### src/rtl/pipe_scoreboard_if.sv
// Decode-side hazard interface: decode instruction fields and branch flush in,
// stall, forwarding selects, stall counter and busy flag out.
interface pipe_scoreboard_if #(
  parameter int AW    = 5,
  parameter int DEPTH = 3
) ();
  logic             id_valid;
  logic [AW-1:0]    id_rs1;
  logic [AW-1:0]    id_rs2;
  logic             id_rs1_used;
  logic             id_rs2_used;
  logic [AW-1:0]    id_rd;
  logic             id_is_wb;
  logic             id_is_load;
  logic             br_en;
  logic             stall;
  logic [DEPTH-1:0] fwd_sel1;
  logic [DEPTH-1:0] fwd_sel2;
  logic [31:0]      stall_cnt;
  logic             busy;

  modport master (
    output id_valid, id_rs1, id_rs2, id_rs1_used, id_rs2_used,
           id_rd, id_is_wb, id_is_load, br_en,
    input  stall, fwd_sel1, fwd_sel2, stall_cnt, busy
  );

  modport slave (
    input  id_valid, id_rs1, id_rs2, id_rs1_used, id_rs2_used,
           id_rd, id_is_wb, id_is_load, br_en,
    output stall, fwd_sel1, fwd_sel2, stall_cnt, busy
  );
endinterface

### src/rtl/pipe_scoreboard.sv
// Read-after-write hazard scoreboard: tracks writers in the stages after decode,
// stalls decode on unresolvable hazards and selects forwarding sources.
module pipe_scoreboard #(
  parameter int AW       = 5,
  parameter int DEPTH    = 3,
  parameter int FWD      = 1,
  parameter int LD_AVAIL = 1
) (
  input  logic              clock,
  input  logic              reset,
  pipe_scoreboard_if.slave  bus
);

  typedef struct packed {
    logic          valid;
    logic          wb;
    logic          load;
    logic [AW-1:0] rd;
  } slot_t;

  typedef struct packed {
    logic             stall;
    logic [DEPTH-1:0] sel;
  } src_res_t;

  slot_t [DEPTH-1:0] slots;
  logic  [31:0]      cnt;
  src_res_t          res1;
  src_res_t          res2;
  slot_t             new_slot;
  logic              active;
  logic              stall_int;
  logic              busy_int;

  // Only the youngest matching writer (lowest slot) decides the outcome.
  function automatic src_res_t resolve(input logic used, input logic [AW-1:0] src,
                                       input slot_t [DEPTH-1:0] s);
    src_res_t r;
    logic     found;
    r     = '0;
    found = 1'b0;
    for (int i = 0; i < DEPTH; i++) begin
      if (!found && used && (src != '0) && s[i].valid && s[i].wb && (s[i].rd == src)) begin
        found = 1'b1;
        if (FWD == 0) begin
          if (i < DEPTH-1) r.stall = 1'b1;
        end else if (s[i].load && (i < LD_AVAIL)) begin
          r.stall = 1'b1;
        end else if (i < DEPTH-1) begin
          r.sel[i] = 1'b1;
        end
      end
    end
    return r;
  endfunction

  // NOTE: every always_comb output gets a default first so no latch is inferred.
  always_comb begin
    res1      = resolve(bus.id_rs1_used, bus.id_rs1, slots);
    res2      = resolve(bus.id_rs2_used, bus.id_rs2, slots);
    active    = reset && bus.id_valid && !bus.br_en;
    stall_int = active && (res1.stall || res2.stall);
    new_slot  = '0;
    if (active && !stall_int) begin
      new_slot.valid = 1'b1;
      new_slot.wb    = bus.id_is_wb && (bus.id_rd != '0);
      new_slot.load  = bus.id_is_load;
      new_slot.rd    = bus.id_rd;
    end
    busy_int = 1'b0;
    for (int i = 0; i < DEPTH; i++) busy_int = busy_int | slots[i].valid;
  end

  assign bus.stall     = stall_int;
  assign bus.fwd_sel1  = (active && !stall_int) ? res1.sel : '0;
  assign bus.fwd_sel2  = (active && !stall_int) ? res2.sel : '0;
  assign bus.stall_cnt = cnt;
  assign bus.busy      = busy_int;

  // NOTE: sequential state uses non-blocking assignments so the shift reads pre-edge values.
  always_ff @(posedge clock) begin
    if (!reset) begin
      // NOTE: the slot array is a handful of flops and its valid bits drive busy, so it is cleared.
      slots <= '0;
      cnt   <= '0;
    end else begin
      for (int i = DEPTH-1; i > 0; i--) slots[i] <= slots[i-1];
      slots[0] <= new_slot;
      if (stall_int && (cnt != 32'hFFFF_FFFF)) cnt <= cnt + 32'd1;
    end
  end

endmodule
### src/flat_wrapper.sv
// flat-port wrapper written by rule: the top's interface ports become plain ports
module pipe_scoreboard_flat 
#(
  parameter int AW       = 5,
  parameter int DEPTH    = 3,
  parameter int FWD      = 1,
  parameter int LD_AVAIL = 1
)
  (clock, reset, bus_id_valid, bus_id_rs1, bus_id_rs2, bus_id_rs1_used, bus_id_rs2_used, bus_id_rd, bus_id_is_wb, bus_id_is_load, bus_br_en, bus_stall, bus_fwd_sel1, bus_fwd_sel2, bus_stall_cnt, bus_busy);
  pipe_scoreboard_if #(.AW(AW), .DEPTH(DEPTH)) bus_i ();
  input  logic clock;
  input  logic reset;
  input wire logic [$bits(bus_i.id_valid)-1:0] bus_id_valid;
  input wire logic [$bits(bus_i.id_rs1)-1:0] bus_id_rs1;
  input wire logic [$bits(bus_i.id_rs2)-1:0] bus_id_rs2;
  input wire logic [$bits(bus_i.id_rs1_used)-1:0] bus_id_rs1_used;
  input wire logic [$bits(bus_i.id_rs2_used)-1:0] bus_id_rs2_used;
  input wire logic [$bits(bus_i.id_rd)-1:0] bus_id_rd;
  input wire logic [$bits(bus_i.id_is_wb)-1:0] bus_id_is_wb;
  input wire logic [$bits(bus_i.id_is_load)-1:0] bus_id_is_load;
  input wire logic [$bits(bus_i.br_en)-1:0] bus_br_en;
  output wire logic [$bits(bus_i.stall)-1:0] bus_stall;
  output wire logic [$bits(bus_i.fwd_sel1)-1:0] bus_fwd_sel1;
  output wire logic [$bits(bus_i.fwd_sel2)-1:0] bus_fwd_sel2;
  output wire logic [$bits(bus_i.stall_cnt)-1:0] bus_stall_cnt;
  output wire logic [$bits(bus_i.busy)-1:0] bus_busy;
  assign bus_i.id_valid = bus_id_valid;
  assign bus_i.id_rs1 = bus_id_rs1;
  assign bus_i.id_rs2 = bus_id_rs2;
  assign bus_i.id_rs1_used = bus_id_rs1_used;
  assign bus_i.id_rs2_used = bus_id_rs2_used;
  assign bus_i.id_rd = bus_id_rd;
  assign bus_i.id_is_wb = bus_id_is_wb;
  assign bus_i.id_is_load = bus_id_is_load;
  assign bus_i.br_en = bus_br_en;
  assign bus_stall = bus_i.stall;
  assign bus_fwd_sel1 = bus_i.fwd_sel1;
  assign bus_fwd_sel2 = bus_i.fwd_sel2;
  assign bus_stall_cnt = bus_i.stall_cnt;
  assign bus_busy = bus_i.busy;
  pipe_scoreboard #(.AW(AW), .DEPTH(DEPTH), .FWD(FWD), .LD_AVAIL(LD_AVAIL)) u_core (.clock(clock), .reset(reset), .bus(bus_i));
endmodule
### config.mk
export PLATFORM = sky130hd
export DESIGN_NAME = pipe_scoreboard_flat
export DESIGN_NICKNAME = d
export VERILOG_FILES = /design/src/rtl/pipe_scoreboard_if.sv /design/src/rtl/pipe_scoreboard.sv /design/src/flat_wrapper.sv
export SDC_FILE = /design/constraint.sdc
export NUM_CORES = 1
export LEC_CHECK = 0
export BUFFER_PORTS_ARGS = -buffer_cell sky130_fd_sc_hd__clkbuf_2
export CAP_MARGIN = 20
export CORE_MARGIN = 2
export CORE_UTILIZATION = 50
export CTS_BUF_LIST = sky130_fd_sc_hd__clkbuf_16
export DETAILED_ROUTE_END_ITERATION = 10
export PLACE_DENSITY = 0.86
export SYNTH_ARGS = -nofsm -noshare
export SYNTH_HDL_FRONTEND = slang
export SYNTH_SLANG_ARGS = --single-unit
export TNS_END_PERCENT = 30
### constraint.sdc
create_clock -name clock -period 4.55 [get_ports clock]
set_input_delay 0.91 -clock clock [delete_from_list [all_inputs] [get_ports clock]]
set_output_delay 0.91 -clock clock [all_outputs]
set_load 0.05 [all_outputs]
# Yosys cells after proc, flatten, opt, wreduce, memory -nomap -nowiden
# Cells that the tools add are included.
# W data, S select, Z words.
# totals
register_bits	48
# classes
addsub	1
n_eq_ne	5
mux	13
bitwise_logic	2
n_reduce_logical	33
# op_table
cell	count
$add A32 B1 Y32 const B	1
$ne A32 B32 Y1 const B	1
$logic_and A1 B1 Y1	24
$eq A5 B5 Y1	4
$reduce_bool A5 Y1	3
$mux W1	10
$mux W8	1
$logic_not A1 Y1	4
$mux W2	2
$or A1 B1 Y1	2
$reduce_and A2 Y1	1
$logic_or A1 B1 Y1	1

# Longest topological paths before layout
# depth
ltp_word	14
ltp_mapped	10

# Worst setup path after synthesis
# Ideal clock, no wire load.
# synth_path
path_type	input to output
start	in bus_id_rs1[1]
end	out bus_fwd_sel1[0]
arrival_time_ns	2.638
required_ns	3.640
slack_ns	1.002
cell_stages	4
cell_sequence	xnor2_1 -> nand4_1 -> or3_4 -> nor3_1
# synth_between
elab_chain_len	11
# synth_rtl
item	line_no	rtl
start, declared	flat_wrapper.sv:14	input wire logic [$bits(bus_i.id_rs1)-1:0] bus_id_rs1;
$reduce_bool A5 Y1	pipe_scoreboard.sv:43	if (!found && used && (src != '0) && s[i].valid && s[i].wb && (s[i].rd == src)) begin
$logic_and A1 B1 Y1 (3 in series)	pipe_scoreboard.sv:43	
$logic_and A1 B1 Y1 *	pipe_scoreboard.sv:43	
$mux W1	pipe_scoreboard.sv:43	
$logic_or A1 B1 Y1	pipe_scoreboard.sv:62	stall_int = active && (res1.stall || res2.stall);
$logic_and A1 B1 Y1	pipe_scoreboard.sv:62	
$logic_not A1 Y1	pipe_scoreboard.sv:75	assign bus.fwd_sel1 = (active && !stall_int) ? res1.sel : '0;
$logic_and A1 B1 Y1	pipe_scoreboard.sv:75	
$mux W2 *	pipe_scoreboard.sv:75	
end, declared	flat_wrapper.sv:23	output wire logic [$bits(bus_i.fwd_sel1)-1:0] bus_fwd_sel1;
# Every way passes the cells marked *; elsewhere a longest branch is shown, timed or not.

# Final worst setup path
# layout_path
start	in bus_id_rs1[0]
end	out bus_fwd_sel1[1]
# layout_between
elab_chain_len	14
# layout_rtl
item	line_no
$reduce_bool A5 Y1	pipe_scoreboard.sv:43
$logic_and A1 B1 Y1 (4 in series)	pipe_scoreboard.sv:43
$mux W1	pipe_scoreboard.sv:43
$logic_not A1 Y1	pipe_scoreboard.sv:43
$logic_and A1 B1 Y1 (5 in series)	pipe_scoreboard.sv:43
$mux W1	pipe_scoreboard.sv:43
$mux W2 *	pipe_scoreboard.sv:75
# Marked as above.

==> out/results.txt <==
yosys warns - 0
die width - 75.5 um
hold_sp - u_core.slots[15]
Core Area - 5010 um^2
Worst R2R End - u_core.bus.stall_cnt[13]
Die ar. - 5690 um^2
RD Place Congestion - 0.888
clock buffer depth - 2
setup_tns - 0 ns
vias after detailed routing - 2421
Setup Crit Path Kind - primary input to output pin
Synth Cell Area - 2550 um^2
internal power - 701 uW
endpoints failing setup - 0
Flop pwr share - 48.2%
height of the die - 75.5 um
Worst-Skew Late Latency - 0.28 ns
crit path DAT - 2.82 ns
final net count - 363
Synth-to-Final Area Change - 18.0%
CTS Buf Count - 5
commonest non-fill, non-tap cell in the layout - clkbuf_2
n_diodes - 0
WP data required - 3.64 ns
Power Dens Cells - 294 nW/um^2
CTS tree - built
Reg2Reg Launch Point - u_core.bus.stall_cnt[0]
Leak - 0.00111 uW
# IOs - 63
Hold Crit Endpoint - u_core.slots[23]
Hold Worst Slack - 0.480 ns
sequential-to-total area share from yosys stat - 37.6%
number of synthesized flops with an enable pin - 0
Comb power frac - 5.3%
DRT antenna net count - 0
clk_skew - 0.00320 ns
Post-CTS Setup Bufs - 0
fraction of layout cells with a size suffix above 1 - 22.1%
H-tree depth - 2
final slew viol count - 0
Buffers on Ports - 60
startpoint types - primary input
Starting DRT DRC Count - 204
global-route wire length before repair - 9.34 mm
Main synth FF type - dfxtp_1
clk sink count - 48
most frequent cells in the layout - 60 x clkbuf_2, 48 x dfxtp_1, 22 x nand2_1, 19 x a21oi_1, 18 x nand3_1
initial core utilization - 51.0%
Tot GR Track Use - 20.9%
Worst Hold Class - flip-flop to flip-flop
worst-path maximum fanout - 10
Net Sw Frac - 20.8%
slew margin rel. - 39.6%
Clock transition at path regs - 0.06 ns
CTS root buffer - clkbuf_16
Worst Reg-to-Reg Cells - 6
Worst R2R Setup Slack - 1.91 ns
Worst setup EP type - output pin
dpl hpwl - 4.21 mm
RSZ-0062 raised after global routing - no
wire length per cell - 14.0 um
Post-Route WL - 5.74 mm
Worst-Margin Slew - 0.899 ns
#FFs+latches synth - 48
Gate Count Post-Synth - 289
VDD IR max - 0.000220 V
status - finished clean
hold path depth - 1
Mapped Avg Cell Area - 8.84 um^2
initial antenna violation count - 0
Tcrit/Tclk final - 81.9%
row count - 26
number of global-route vias before repair - 2093
minimum clock period - 3.73 ns
Clk pwr share - 46.5%
switching pwr - 184 uW
Residual DRC - 0
maximum clock frequency - 268 MHz
vias per cell - 5.90
Hold Vio Cnt, Final - 0
post-synthesis async set-or-reset flop share - 0%
total grt overflow - 0
post-synth cell types - 45
number of max-cap violations - 0
hold buffers post-CTS - 0
drt pass-1 iters - 4
post_cts resized - 0
pin count of the biggest net entering global routing - 52
cell usage after synthesis (all sizes together), types with 2 or more instances:
master / n / area [um^2]
or4: 15 / 113
nand2: 22 / 82.6
nand3b: 2 / 15.0
nor3: 4 / 30.0
nand3: 18 / 90.1
or3: 9 / 66.3
mux2i: 9 / 90.1
o31ai: 11 / 82.6
buf: 12 / 76.3
inv: 3 / 11.3
dfxtp: 48 / 961
nor4: 12 / 90.1
and4b: 2 / 20.0
a21oi: 20 / 104
nand4: 13 / 81.3
xor2: 4 / 35.0
nor2: 3 / 11.3
o31a: 2 / 17.5
nand2b: 9 / 56.3
and4: 5 / 43.8
o21ai: 8 / 40.0
o41ai: 2 / 17.5
and3: 5 / 31.3
o21a: 2 / 15.0
and2: 17 / 106
xnor2: 17 / 149
clkbuf: 6 / 23.8
worst max-delay path by stage:
| stage | start | to | slack (ns) | depth (start not counted) |
|---|---|---|---|---|
| after floorplan | bus_id_rs1[1] | bus_fwd_sel1[0] | 1.00 | 4 |
| after global placement | bus_id_rs1[0] | bus_fwd_sel1[1] | 0.86 | 8 |
| after detailed placement | bus_id_rs2[0] | bus_fwd_sel1[1] | 0.83 | 8 |
| after CTS | bus_id_rs2[0] | bus_fwd_sel1[1] | 0.83 | 8 |
| after global routing | bus_id_rs2[0] | bus_fwd_sel2[1] | 0.69 | 8 |
| final | bus_id_rs1[0] | bus_fwd_sel1[1] | 0.82 | 8 |
worst max-delay path: stages:
cell,delay (ns)
clkbuf_2,0.11
or4_1,0.54
o21ai_1,0.17
or3_4,0.18
nand2_1,0.06
a21oi_2,0.32
and4b_1,0.25
clkbuf_2,0.27
metal layers:
| metal | up-vias | share of wire (%) | GRT usage (%) | routed length (um) |
|---|---|---|---|---|
| li1 | 1187 | - | - | - |
| met1 | 1130 | 44 | 27.8 | 2530 |
| met2 | 93 | 48 | 34.2 | 2730 |
| met3 | 11 | 6.7 | 3.97 | 385 |
| met4 | 0 | 1.6 | 6.82 | 93 |
| met5 | - | 0 | 0 | 0 |
area by class of cell:
type	instances	area (um^2)
flip-flops and latches	48	961
clock inverters	3	42.5
repair buffers	60	300
multi-input cells	221	1490
well taps	70	87.6
fillers	466	2000
inverters	3	11.3
clock buffers	5	125
metrics by stage:
stage	area [um^2]	std cells	power (uW)	utilization (%)	setup WS, ns
after floorplan	2560	290	466	-	1.00
after global placement	2850	402	482	56.8	0.863
after detailed placement	2850	402	483	56.8	0.828
after CTS	3010	410	888	60.1	0.835
after global routing	3010	410	916	60.1	0.687
final	3010	410	885	60.1	0.822
logic make-up (layout without fill, tap and decap cells):
kind of cell,count (synthesis),in the layout,synth area share [%]
AND/OR/NAND/NOR,139,139,34.0
AO/OA/AOI/OAI,49,49,12.7
flip-flops,48,48,37.6
XOR/XNOR,21,21,7.20
buffers and inverters,21,71,4.36
multiplexers,9,9,3.53
adder cells (fa/ha/maj),1,1,0.490
other,1,2,0.147
sequential cells by signal, summed over array words and instances, names as in the netlist:
name                  cells
u_core.bus.stall_cnt     32
u_core.slots             16
power by group through the flow:
stage,clock network [uW],logic [uW],registers (uW)
6_report,412,46.8,426
4_1_cts,414,47.3,426
3_3_place_gp,0,46.1,436
2_1_floorplan,0,30.6,435
5_1_grt,438,52.0,427
3_5_place_dp,0,47.2,436
No activity file was read; power rests on OpenSTA's default activity.
